<file path="src/rtl/cpu_pkg.sv">
// Shared encodings for the memory request arbiter: owner tags stored in the
// response-ordering FIFO, arbiter state encoding and access-size codes.
package cpu_pkg;

    localparam logic OWNER_INST = 1'b0;
    localparam logic OWNER_DATA = 1'b1;

    typedef enum logic [1:0] {
        ARB_IDLE   = 2'd0,
        ARB_HOLD_I = 2'd1,
        ARB_HOLD_D = 2'd2
    } arb_st_e;

    localparam logic [1:0] SZ_B = 2'd0;
    localparam logic [1:0] SZ_H = 2'd1;
    localparam logic [1:0] SZ_W = 2'd2;

endpackage

</file>
<file path="src/rtl/mem_req_arbiter_if.sv">
// SRAM-like request/response bus.
//   master: drives req, wr, size, wstrb, addr, wdata; receives addr_ok, data_ok, rdata
//   slave : the opposite direction
// Used for the fetch port, the data port and the memory-bridge port.
interface mem_req_arbiter_if;
    logic        req;
    logic        wr;
    logic [1:0]  size;
    logic [3:0]  wstrb;
    logic [31:0] addr;
    logic [31:0] wdata;
    logic        addr_ok;
    logic        data_ok;
    logic [31:0] rdata;

    modport master (
        output req, wr, size, wstrb, addr, wdata,
        input  addr_ok, data_ok, rdata
    );

    modport slave (
        input  req, wr, size, wstrb, addr, wdata,
        output addr_ok, data_ok, rdata
    );
endinterface

</file>
<file path="src/rtl/owner_fifo.sv">
// Small in-order FIFO recording which requester owns each accepted request.
//   clk, resetn : clock, async active-low reset (clears pointers and count)
//   push, din   : write din at the tail
//   pop         : drop the head entry
//   head        : current head entry (valid when !empty)
//   count       : occupancy, full/empty flags
// Push and pop may occur in the same cycle; the caller never pops when empty
// and never pushes when full without also popping.
module owner_fifo #(
    parameter  int DEPTH = 2,
    parameter  int WIDTH = 1,
    localparam int PW    = (DEPTH > 1) ? $clog2(DEPTH) : 1,
    localparam int CW    = $clog2(DEPTH) + 1
) (
    input  logic             clk,
    input  logic             resetn,
    input  logic             push,
    input  logic             pop,
    input  logic [WIDTH-1:0] din,
    output logic [WIDTH-1:0] head,
    output logic [CW-1:0]    count,
    output logic             full,
    output logic             empty
);

    logic [WIDTH-1:0] mem [DEPTH];
    logic [PW-1:0]    wr_ptr, rd_ptr;

    function automatic logic [PW-1:0] ptr_inc(input logic [PW-1:0] p);
        return (p == PW'(DEPTH - 1)) ? '0 : p + 1'b1;
    endfunction

    always_ff @(posedge clk or negedge resetn) begin
        if (!resetn) begin
            wr_ptr <= '0;
            rd_ptr <= '0;
            count  <= '0;
        end else begin
            if (push) wr_ptr <= ptr_inc(wr_ptr);
            if (pop)  rd_ptr <= ptr_inc(rd_ptr);
            if (push && !pop)      count <= count + 1'b1;
            else if (!push && pop) count <= count - 1'b1;
        end
    end

    // Storage needs no reset: entries are only read while count says valid.
    always_ff @(posedge clk) begin
        if (push) mem[wr_ptr] <= din;
    end

    assign head  = mem[rd_ptr];
    assign full  = (count == CW'(DEPTH));
    assign empty = (count == '0);

endmodule

</file>
<file path="src/rtl/mem_req_arbiter.sv">
// Shares one memory-bridge port between instruction fetch and data access.
//   clk, resetn : clock, async active-low reset
//   inst        : fetch requester (slave side); only req/addr are used
//   data        : data requester (slave side), fixed priority over fetch
//   mem         : bridge port (master side)
// A grant is held until the bridge accepts the address; owners of accepted
// requests are queued in order so responses route back to the right port.
module mem_req_arbiter
    import cpu_pkg::*;
#(
    parameter int OUTSTANDING = 2
) (
    input  logic                clk,
    input  logic                resetn,
    mem_req_arbiter_if.slave    inst,
    mem_req_arbiter_if.slave    data,
    mem_req_arbiter_if.master   mem
);

    localparam int CW = $clog2(OUTSTANDING) + 1;

    arb_st_e       st, st_nxt;
    logic          sel;
    logic          sel_req;
    logic          accept;
    logic          resp_vld;
    logic          head;
    logic [CW-1:0] count;
    logic          full;
    logic          empty;

    // Fetch never writes; these fields exist on the shared bus type only.
    logic unused_inst;
    assign unused_inst = ^{inst.wr, inst.size, inst.wstrb, inst.wdata};

    always_ff @(posedge clk or negedge resetn) begin
        if (!resetn) st <= ARB_IDLE;
        else         st <= st_nxt;
    end

    always_comb begin
        st_nxt    = st;
        sel       = OWNER_INST;
        mem.wr    = 1'b0;
        mem.size  = 2'd0;
        mem.wstrb = 4'd0;
        mem.addr  = 32'd0;
        mem.wdata = 32'd0;

        // Held grants ignore a newly arriving data request.
        case (st)
            ARB_HOLD_I: sel = OWNER_INST;
            ARB_HOLD_D: sel = OWNER_DATA;
            default:    sel = data.req ? OWNER_DATA : OWNER_INST;
        endcase

        sel_req = (sel == OWNER_DATA) ? data.req : inst.req;
        mem.req = sel_req & ~full;

        // Fields are zero unless a request is actually presented.
        if (mem.req) begin
            if (sel == OWNER_DATA) begin
                mem.wr    = data.wr;
                mem.size  = data.size;
                mem.wstrb = data.wstrb;
                mem.addr  = data.addr;
                mem.wdata = data.wdata;
            end else begin
                mem.size  = SZ_W;
                mem.addr  = inst.addr;
            end
        end

        accept       = mem.req & mem.addr_ok;
        inst.addr_ok = accept & (sel == OWNER_INST);
        data.addr_ok = accept & (sel == OWNER_DATA);

        if (!full) begin
            case (st)
                ARB_IDLE: begin
                    if (mem.req && !mem.addr_ok)
                        st_nxt = (sel == OWNER_DATA) ? ARB_HOLD_D : ARB_HOLD_I;
                end
                ARB_HOLD_I, ARB_HOLD_D: begin
                    if (accept) st_nxt = ARB_IDLE;
                end
                default: st_nxt = ARB_IDLE;
            endcase
        end
    end

    // A response with no recorded owner is dropped.
    assign resp_vld     = mem.data_ok & ~empty;
    assign inst.data_ok = resp_vld & (head == OWNER_INST);
    assign data.data_ok = resp_vld & (head == OWNER_DATA);
    assign inst.rdata   = mem.rdata;
    assign data.rdata   = mem.rdata;

    owner_fifo #(
        .DEPTH (OUTSTANDING),
        .WIDTH (1)
    ) u_owner_fifo (
        .clk    (clk),
        .resetn (resetn),
        .push   (accept),
        .pop    (resp_vld),
        .din    (sel),
        .head   (head),
        .count  (count),
        .full   (full),
        .empty  (empty)
    );

endmodule
</file>
<file path="src/flat_wrapper.sv">
// flat-port wrapper written by rule: the top's interface ports become plain ports
module mem_req_arbiter_flat import cpu_pkg::*;
#(
    parameter int OUTSTANDING = 2
)
  (clk, resetn, inst_req, inst_wr, inst_size, inst_wstrb, inst_addr, inst_wdata, inst_addr_ok, inst_data_ok, inst_rdata, data_req, data_wr, data_size, data_wstrb, data_addr, data_wdata, data_addr_ok, data_data_ok, data_rdata, mem_req, mem_wr, mem_size, mem_wstrb, mem_addr, mem_wdata, mem_addr_ok, mem_data_ok, mem_rdata);
  mem_req_arbiter_if inst_i ();
  mem_req_arbiter_if data_i ();
  mem_req_arbiter_if mem_i ();
  input  logic clk;
  input  logic resetn;
  input wire logic [$bits(inst_i.req)-1:0] inst_req;
  input wire logic [$bits(inst_i.wr)-1:0] inst_wr;
  input wire logic [$bits(inst_i.size)-1:0] inst_size;
  input wire logic [$bits(inst_i.wstrb)-1:0] inst_wstrb;
  input wire logic [$bits(inst_i.addr)-1:0] inst_addr;
  input wire logic [$bits(inst_i.wdata)-1:0] inst_wdata;
  output wire logic [$bits(inst_i.addr_ok)-1:0] inst_addr_ok;
  output wire logic [$bits(inst_i.data_ok)-1:0] inst_data_ok;
  output wire logic [$bits(inst_i.rdata)-1:0] inst_rdata;
  input wire logic [$bits(data_i.req)-1:0] data_req;
  input wire logic [$bits(data_i.wr)-1:0] data_wr;
  input wire logic [$bits(data_i.size)-1:0] data_size;
  input wire logic [$bits(data_i.wstrb)-1:0] data_wstrb;
  input wire logic [$bits(data_i.addr)-1:0] data_addr;
  input wire logic [$bits(data_i.wdata)-1:0] data_wdata;
  output wire logic [$bits(data_i.addr_ok)-1:0] data_addr_ok;
  output wire logic [$bits(data_i.data_ok)-1:0] data_data_ok;
  output wire logic [$bits(data_i.rdata)-1:0] data_rdata;
  output wire logic [$bits(mem_i.req)-1:0] mem_req;
  output wire logic [$bits(mem_i.wr)-1:0] mem_wr;
  output wire logic [$bits(mem_i.size)-1:0] mem_size;
  output wire logic [$bits(mem_i.wstrb)-1:0] mem_wstrb;
  output wire logic [$bits(mem_i.addr)-1:0] mem_addr;
  output wire logic [$bits(mem_i.wdata)-1:0] mem_wdata;
  input wire logic [$bits(mem_i.addr_ok)-1:0] mem_addr_ok;
  input wire logic [$bits(mem_i.data_ok)-1:0] mem_data_ok;
  input wire logic [$bits(mem_i.rdata)-1:0] mem_rdata;
  assign inst_i.req = inst_req;
  assign inst_i.wr = inst_wr;
  assign inst_i.size = inst_size;
  assign inst_i.wstrb = inst_wstrb;
  assign inst_i.addr = inst_addr;
  assign inst_i.wdata = inst_wdata;
  assign inst_addr_ok = inst_i.addr_ok;
  assign inst_data_ok = inst_i.data_ok;
  assign inst_rdata = inst_i.rdata;
  assign data_i.req = data_req;
  assign data_i.wr = data_wr;
  assign data_i.size = data_size;
  assign data_i.wstrb = data_wstrb;
  assign data_i.addr = data_addr;
  assign data_i.wdata = data_wdata;
  assign data_addr_ok = data_i.addr_ok;
  assign data_data_ok = data_i.data_ok;
  assign data_rdata = data_i.rdata;
  assign mem_req = mem_i.req;
  assign mem_wr = mem_i.wr;
  assign mem_size = mem_i.size;
  assign mem_wstrb = mem_i.wstrb;
  assign mem_addr = mem_i.addr;
  assign mem_wdata = mem_i.wdata;
  assign mem_i.addr_ok = mem_addr_ok;
  assign mem_i.data_ok = mem_data_ok;
  assign mem_i.rdata = mem_rdata;
  mem_req_arbiter #(.OUTSTANDING(OUTSTANDING)) u_core (.clk(clk), .resetn(resetn), .inst(inst_i), .data(data_i), .mem(mem_i));
endmodule
</file>
<file path="config.mk">
export PLATFORM = sky130hd
export DESIGN_NAME = mem_req_arbiter_flat
export DESIGN_NICKNAME = d
export VERILOG_FILES = /design/src/rtl/cpu_pkg.sv /design/src/rtl/mem_req_arbiter_if.sv /design/src/rtl/owner_fifo.sv /design/src/rtl/mem_req_arbiter.sv /design/src/flat_wrapper.sv
export SDC_FILE = /design/constraint.sdc
export NUM_CORES = 1
export LEC_CHECK = 0
export CORE_AREA = 4 4 123 125
export CTS_BUF_LIST = sky130_fd_sc_hd__clkbuf_16
export DETAILED_ROUTE_END_ITERATION = 7
export DIE_AREA = 0 0 127 129
export MAX_ROUTING_LAYER = met4
export PLACE_DENSITY_LB_ADDON = 0.15
export SETUP_SLACK_MARGIN = 0.5
export SLEW_MARGIN = 10
export SYNTH_ARGS = -nofsm -noshare
export SYNTH_HDL_FRONTEND = slang
export SYNTH_HIERARCHICAL = 1
export SYNTH_SLANG_ARGS = --single-unit
</file>
<file path="constraint.sdc">
create_clock -name clk -period 2.8 [get_ports clk]
set_input_delay 0.42 -clock clk [delete_from_list [all_inputs] [get_ports clk]]
set_output_delay 0.42 -clock clk [all_outputs]
set_load 0.02 [all_outputs]
</file>
# Word-level counts from Yosys, hierarchy flattened
# Memories as Yosys holds them, arrays and structs flattened.
# Index checks and enable logic that the tools add are counted.
# word_totals
ff_bits,6
ram_bits,2
inputBits,180
out_inout_bits,140
wordCells,59
memories,1
# classes
add_sub_neg,4
eq_ne,5
muxes,23
bitwise_logic,11
reduce_logical,11
# memory_table
name,words,word_bits,read_ports,rd_ports_with_merged_regs,wr,line,rtl
u_core.u_owner_fifo.mem,2,1,1,0,1,owner_fifo.sv:26,logic [WIDTH-1:0] mem [DEPTH];
# op_table
op,n
$mux W32,4
$mux W2,7
$mux W1,8
$mux W4,2
$and A1 B1 Y1,7
$eq A2 B2 Y1 const B,2
$logic_not A2 Y1,2
$not A1 Y1,4
$pmux W2 S2,1
$logic_and A1 B1 Y1,3
$logic_not A1 Y1,3
$reduce_and A3 Y1,1
$add A1 B1 Y1 const B,2
$add A2 B1 Y2 const B,1
$eq A2 B1 Y1 const B,1
$ne A2 B1 Y1 const B,1
$ne A2 B2 Y1 const B,1
$pmux W1 S2,1
$reduce_bool A2 Y1,1
$reduce_or A2 Y1,1
$sub A2 B1 Y2 const B,1

# Depth between registers and ports, before layout
# logic_depth
word_depth,9
ltp_mapped,11
depth_no_buf,9

# Modules after synthesis
# Netlist, hierarchy kept.
# by_module_without_submodules
mod,instances,cells_per_inst,area_per_inst_um2,seq_area_each_um2
mem_req_arbiter,1,252,1534.0,50.0
owner_fifo,1,19,260.2,160.2

# Least setup slack after synthesis
# No wires, ideal clock.
# synth_path
kind,flip-flop to output port
from,register u_core.st[1]
to,output inst_addr_ok
arrival_ns,1.877
path_slack_ns,0.503
stages_incl_launch_ff,8
path_buffers,2
path_cell_list,dfrtp_1 inv_1 ha_1 buf_6 mux2i_4 inv_2 buf_2 nor3_1
# synth_via
elab_chain_cells,6
# synth_lines
element,line,rtl
"start, declared",mem_req_arbiter.sv:22,"arb_st_e st, st_nxt;"
"start signal, assigned",mem_req_arbiter.sv:38,else st <= st_nxt;
$eq A2 B2 Y1 / $eq A2 B1 Y1 (equally long branches),mem_req_arbiter.sv:51,case (st)
$pmux W1 S2 (*),mem_req_arbiter.sv:51,
net u_core.sel,mem_req_arbiter.sv:23,logic sel;
$mux W1,mem_req_arbiter.sv:57,sel_req = (sel == OWNER_DATA) ? data.req : inst.req;
$and A1 B1 Y1,mem_req_arbiter.sv:58,mem.req = sel_req & ~full;
$and A1 B1 Y1,mem_req_arbiter.sv:74,accept = mem.req & mem.addr_ok;
$and A1 B1 Y1 (*),mem_req_arbiter.sv:75,inst.addr_ok = accept & (sel == OWNER_INST);
"end, declared",flat_wrapper.sv:18,output wire logic [$bits(inst_i.addr_ok)-1:0] inst_addr_ok;
# The timed path passes the listed nets; every way through them passes the cells marked *.

# Final worst setup path
# layout_path
from,register u_core.st[0]
to,output mem_addr[19]
# layout_via
elab_chain_cells,5
# layout_lines
element,line,rtl
$eq A2 B2 Y1 / $eq A2 B1 Y1 (equally long branches),mem_req_arbiter.sv:51,
$pmux W1 S2 (*),mem_req_arbiter.sv:51,
$mux W1,mem_req_arbiter.sv:57,
$and A1 B1 Y1,mem_req_arbiter.sv:58,
$mux W32 (*),mem_req_arbiter.sv:61,if (mem.req) begin
"end, declared",flat_wrapper.sv:34,output wire logic [$bits(mem_i.addr)-1:0] mem_addr;
# Mark *: on every way between the ends. The rest lies on a longest branch, timed or not.

==> summary.md <==
| Metric | Value |
|---|---|
| DRT Wirelength | `8.43 mm` |
| Setup Skew | `3.39 ps` |
| NumNets Final | `596` |
| WL/cell | `14.2 um` |
| Number of global-route vias before repair | `2242` |
| Layout cell share with drive strength beyond 1 | `0.330` |
| Required time of the critical path | `2380 ps` |
| Slew Limit Fails | `0` |
| Maximum net fanout on the critical path | `11` |
| Worst hold path class | `in -> async` |
| Relative slew slack | `0.780` |
| Longest Clk Path Bufs | `2` |
| Avg Cell Area, Syn | `6.62 um^2` |
| Top post-synthesis cells by area | `buf_4 27%, and2_1 14%, nand2_1 14%` |
| # DRC | `0` |
| Die span in y | `129 um` |
| Worst VDD drop | `468 uV` |
| Critical Path Sink Type | `output pin` |
| Skew-Pair Late Insertion Delay | `230 ps` |
| Detailed placement HPWL | `6.50 mm` |
| Most frequent cells in the layout | `108 x clkdlybuf4s50_1, 66 x nand2_1, 51 x buf_2, 40 x and2_1, 31 x buf_4` |
| Seq/Total Area, Yosys | `0.117` |
| Syn Inst Count | `271` |
| Synth cell types | `35` |
| Fmax | `412 MHz` |
| Max-cap check violation count | `0` |
| Leak pwr | `1.62 nW` |
| Final worst path period need | `2430 ps` |
| Crit path from | `u_core/st[0]$_DFFE_PN0P_` |
| PwrDens | `1110 nW/um^2` |
| Io pins | `320` |
| Final Cycle Share | `0.867` |
| Antenna viol nets, final | `0` |
| Largest net degree at the start of global routing | `39` |
| First-pass DRT Iterations | `4` |
| Critical path class | `reg -> out` |
| Final setup fails | `0` |
| Post-Syn Nets | `454` |
| Worst hold slack | `450 ps` |
| Critical path, cell by cell | `inv_2, ha_4, or3b_4, o211ai_4, buf_6, buf_16, a21oi_1, buf_4` |
| Root Buffer | `clkbuf_16` |
| Seq cells post-synth | `8` |
| Max stage delay on crit path | `410 ps` |
| Worst slew pin tran | `328 ps` |
| Worst R2R Path Depth | `10` |
| Global route total overflow | `0` |
| Diode count | `0` |
| Arr. time, crit path | `2010 ps` |
| First-iteration detailed-routing DRC count | `40` |
| Worst path depth | `8` |
| Post-DR vias/cell | `3.72` |
| Setup crit start kind | `register` |
| Crit Reg-Reg Startpoint | `u_core/st[0]$_DFFE_PN0P_` |
| First-pass GRT wire length | `11.8 mm` |
| Crit-path slowest cell | `or3b_4` |
| Total global-route track usage | `0.0926` |
| CTS buffer count | `3` |
| Unrepaired setup endpoints after global routing | `yes` |
| Post-CTS Hold Buffers | `0` |
| Row cnt | `43` |
| Routability cong. | `0.775` |
| Initial Util | `0.129` |
| Antenna violations before repair | `0` |
| Setup ws final | `372 ps` |
| Clock transition at path regs | `40 ps` |
| Final Hold Violating Endpoints | `0` |
| Share of the synthesized area in the top cell type | `0.268` |
| Warnings, synthesis | `6` |
| Status | `complete, no violations` |
| CTS tree | `done` |
| Cell taking the most area after synthesis | `buf_4` |
| Die Wd | `127 um` |
| PortBufs | `184` |
| Worst slack, placed | `-40.7 ps` |
| Commonest non-fill, non-tap cell in the layout | `clkdlybuf4s50_1` |
| Die area | `16400 um^2` |
| Crit path buffers/inverters | `4` |
| Post-synthesis cell area | `1790 um^2` |
| Core area | `13900 um^2` |
| Cell family contributing the most delay on the critical path | `buffers and inverters` |
| Routed vias | `2203` |
| Area Overhead vs Synth | `96.8%` |
| Clock sinks | `8` |
| Number of H-tree levels | `1` |
## logic make-up after synthesis
kind of cell,count (synthesis),share of synthesized area
adders and majority gates,3,0.0209
buffers and inverters,85,0.336
DFF,8,0.117
and+or+nand+nor,126,0.340
xor gates and xnor gates,5,0.0244
AOI/OAI and AO/OA,41,0.137
muxes,3,0.0251
## per-layer routing
metal,track usage,routed length (um)
met1,0.106,3290
met2,0.163,4210
met3,0.0257,811
met4,0.0170,112
met5,-,0
## path summary, 6_finish.rpt
path	to	slack, ps
max	mem_addr[19]	370
min	u_core/u_owner_fifo/rd_ptr$_DFFE_PN0P_	450
max reg2reg	u_core/u_owner_fifo/count[1]$_DFFE_PN0P_	460
min reg2reg	u_core/u_owner_fifo/rd_ptr$_DFFE_PN0P_	470
max in group asynchronous	u_core/st[1]$_DFFE_PN0P_	2110
min in group clk	u_core/u_owner_fifo/rd_ptr$_DFFE_PN0P_	470
## power by group
part           internal, W  switching [W]  leakage (nW)
Combinational      0.00164        0.00184          1.49
Clock             0.000186      0.0000522        0.0423
Sequential        0.000182      0.0000330        0.0910
Total              0.00201        0.00193          1.62
## state kept, by name, summed over array words and instances (netlist names)
signal	cells
u_core/st	2
u_core/u_owner_fifo/count	2
u_core/u_owner_fifo/mem	2
u_core/u_owner_fifo/rd_ptr	1
u_core/u_owner_fifo/wr_ptr	1
## cell type report
cell class	instances	area, um^2
clock buffer	3	75.1
inverter	7	28.8
tap	180	225
fill	1618	10300
timing repair buffer	215	1920
multi-input combinational	178	1070
clock inverter	1	3.75
sequential	8	210
## synthesized netlist by cell type
cell	count
inv_4	1
and2_1	40
nor3_1	3
buf_6	4
inv_2	1
xnor2_1	1
o21a_1	1
xor2_1	4
nor2_1	8
a21boi_1	1
nand2_1	66
mux2i_4	1
o2111ai_1	1
o21ai_0	1
or3b_4	1
nor2b_1	3
and3_1	1
o31ai_1	1
o211ai_2	1
dfrtp_1	6
edfxtp_1	2
and2b_2	1
inv_1	5
ha_1	3
a221o_1	1
nor4bb_1	1
nand2b_1	1
buf_4	64
o211ai_4	1
clkbuf_1	1
nand3_1	1
clkbuf_2	2
a21oi_1	33
mux2_2	2
buf_2	7
## through the flow
step                      setup TNS [ps]  total power (W)  cells  cell area (um^2)   util
final                                  0          0.00393    592              3530  0.254
after global routing                   0          0.00425    592              3530  0.254
after CTS                              0          0.00396    588              3660  0.264
after detailed placement            -420          0.00347    572              3450  0.249
after global placement              -123          0.00349    572              3450  0.249
after floorplan                        0          0.00209    271              1790      -
## what timing repair did
item	CTS	global route
gates cloned	2	2
buffers inserted	10	2
gates resized for setup	322	47
endpoints found under the hold margin	0	0
setup endpoints to repair	78	76
pin swaps	4	1
## worst register-to-register path, cell delays in order (launching register included)
cell and delay (ps):
dfrtp_1 350, inv_2 60, ha_4 310, or3b_4 410, o211ai_4 160, buf_4 180, buf_6 100, nor2_1 70
ha_1 340, nor2_1 130, xor2_1 150
Note: power is estimated with default switching activity, not from simulation.
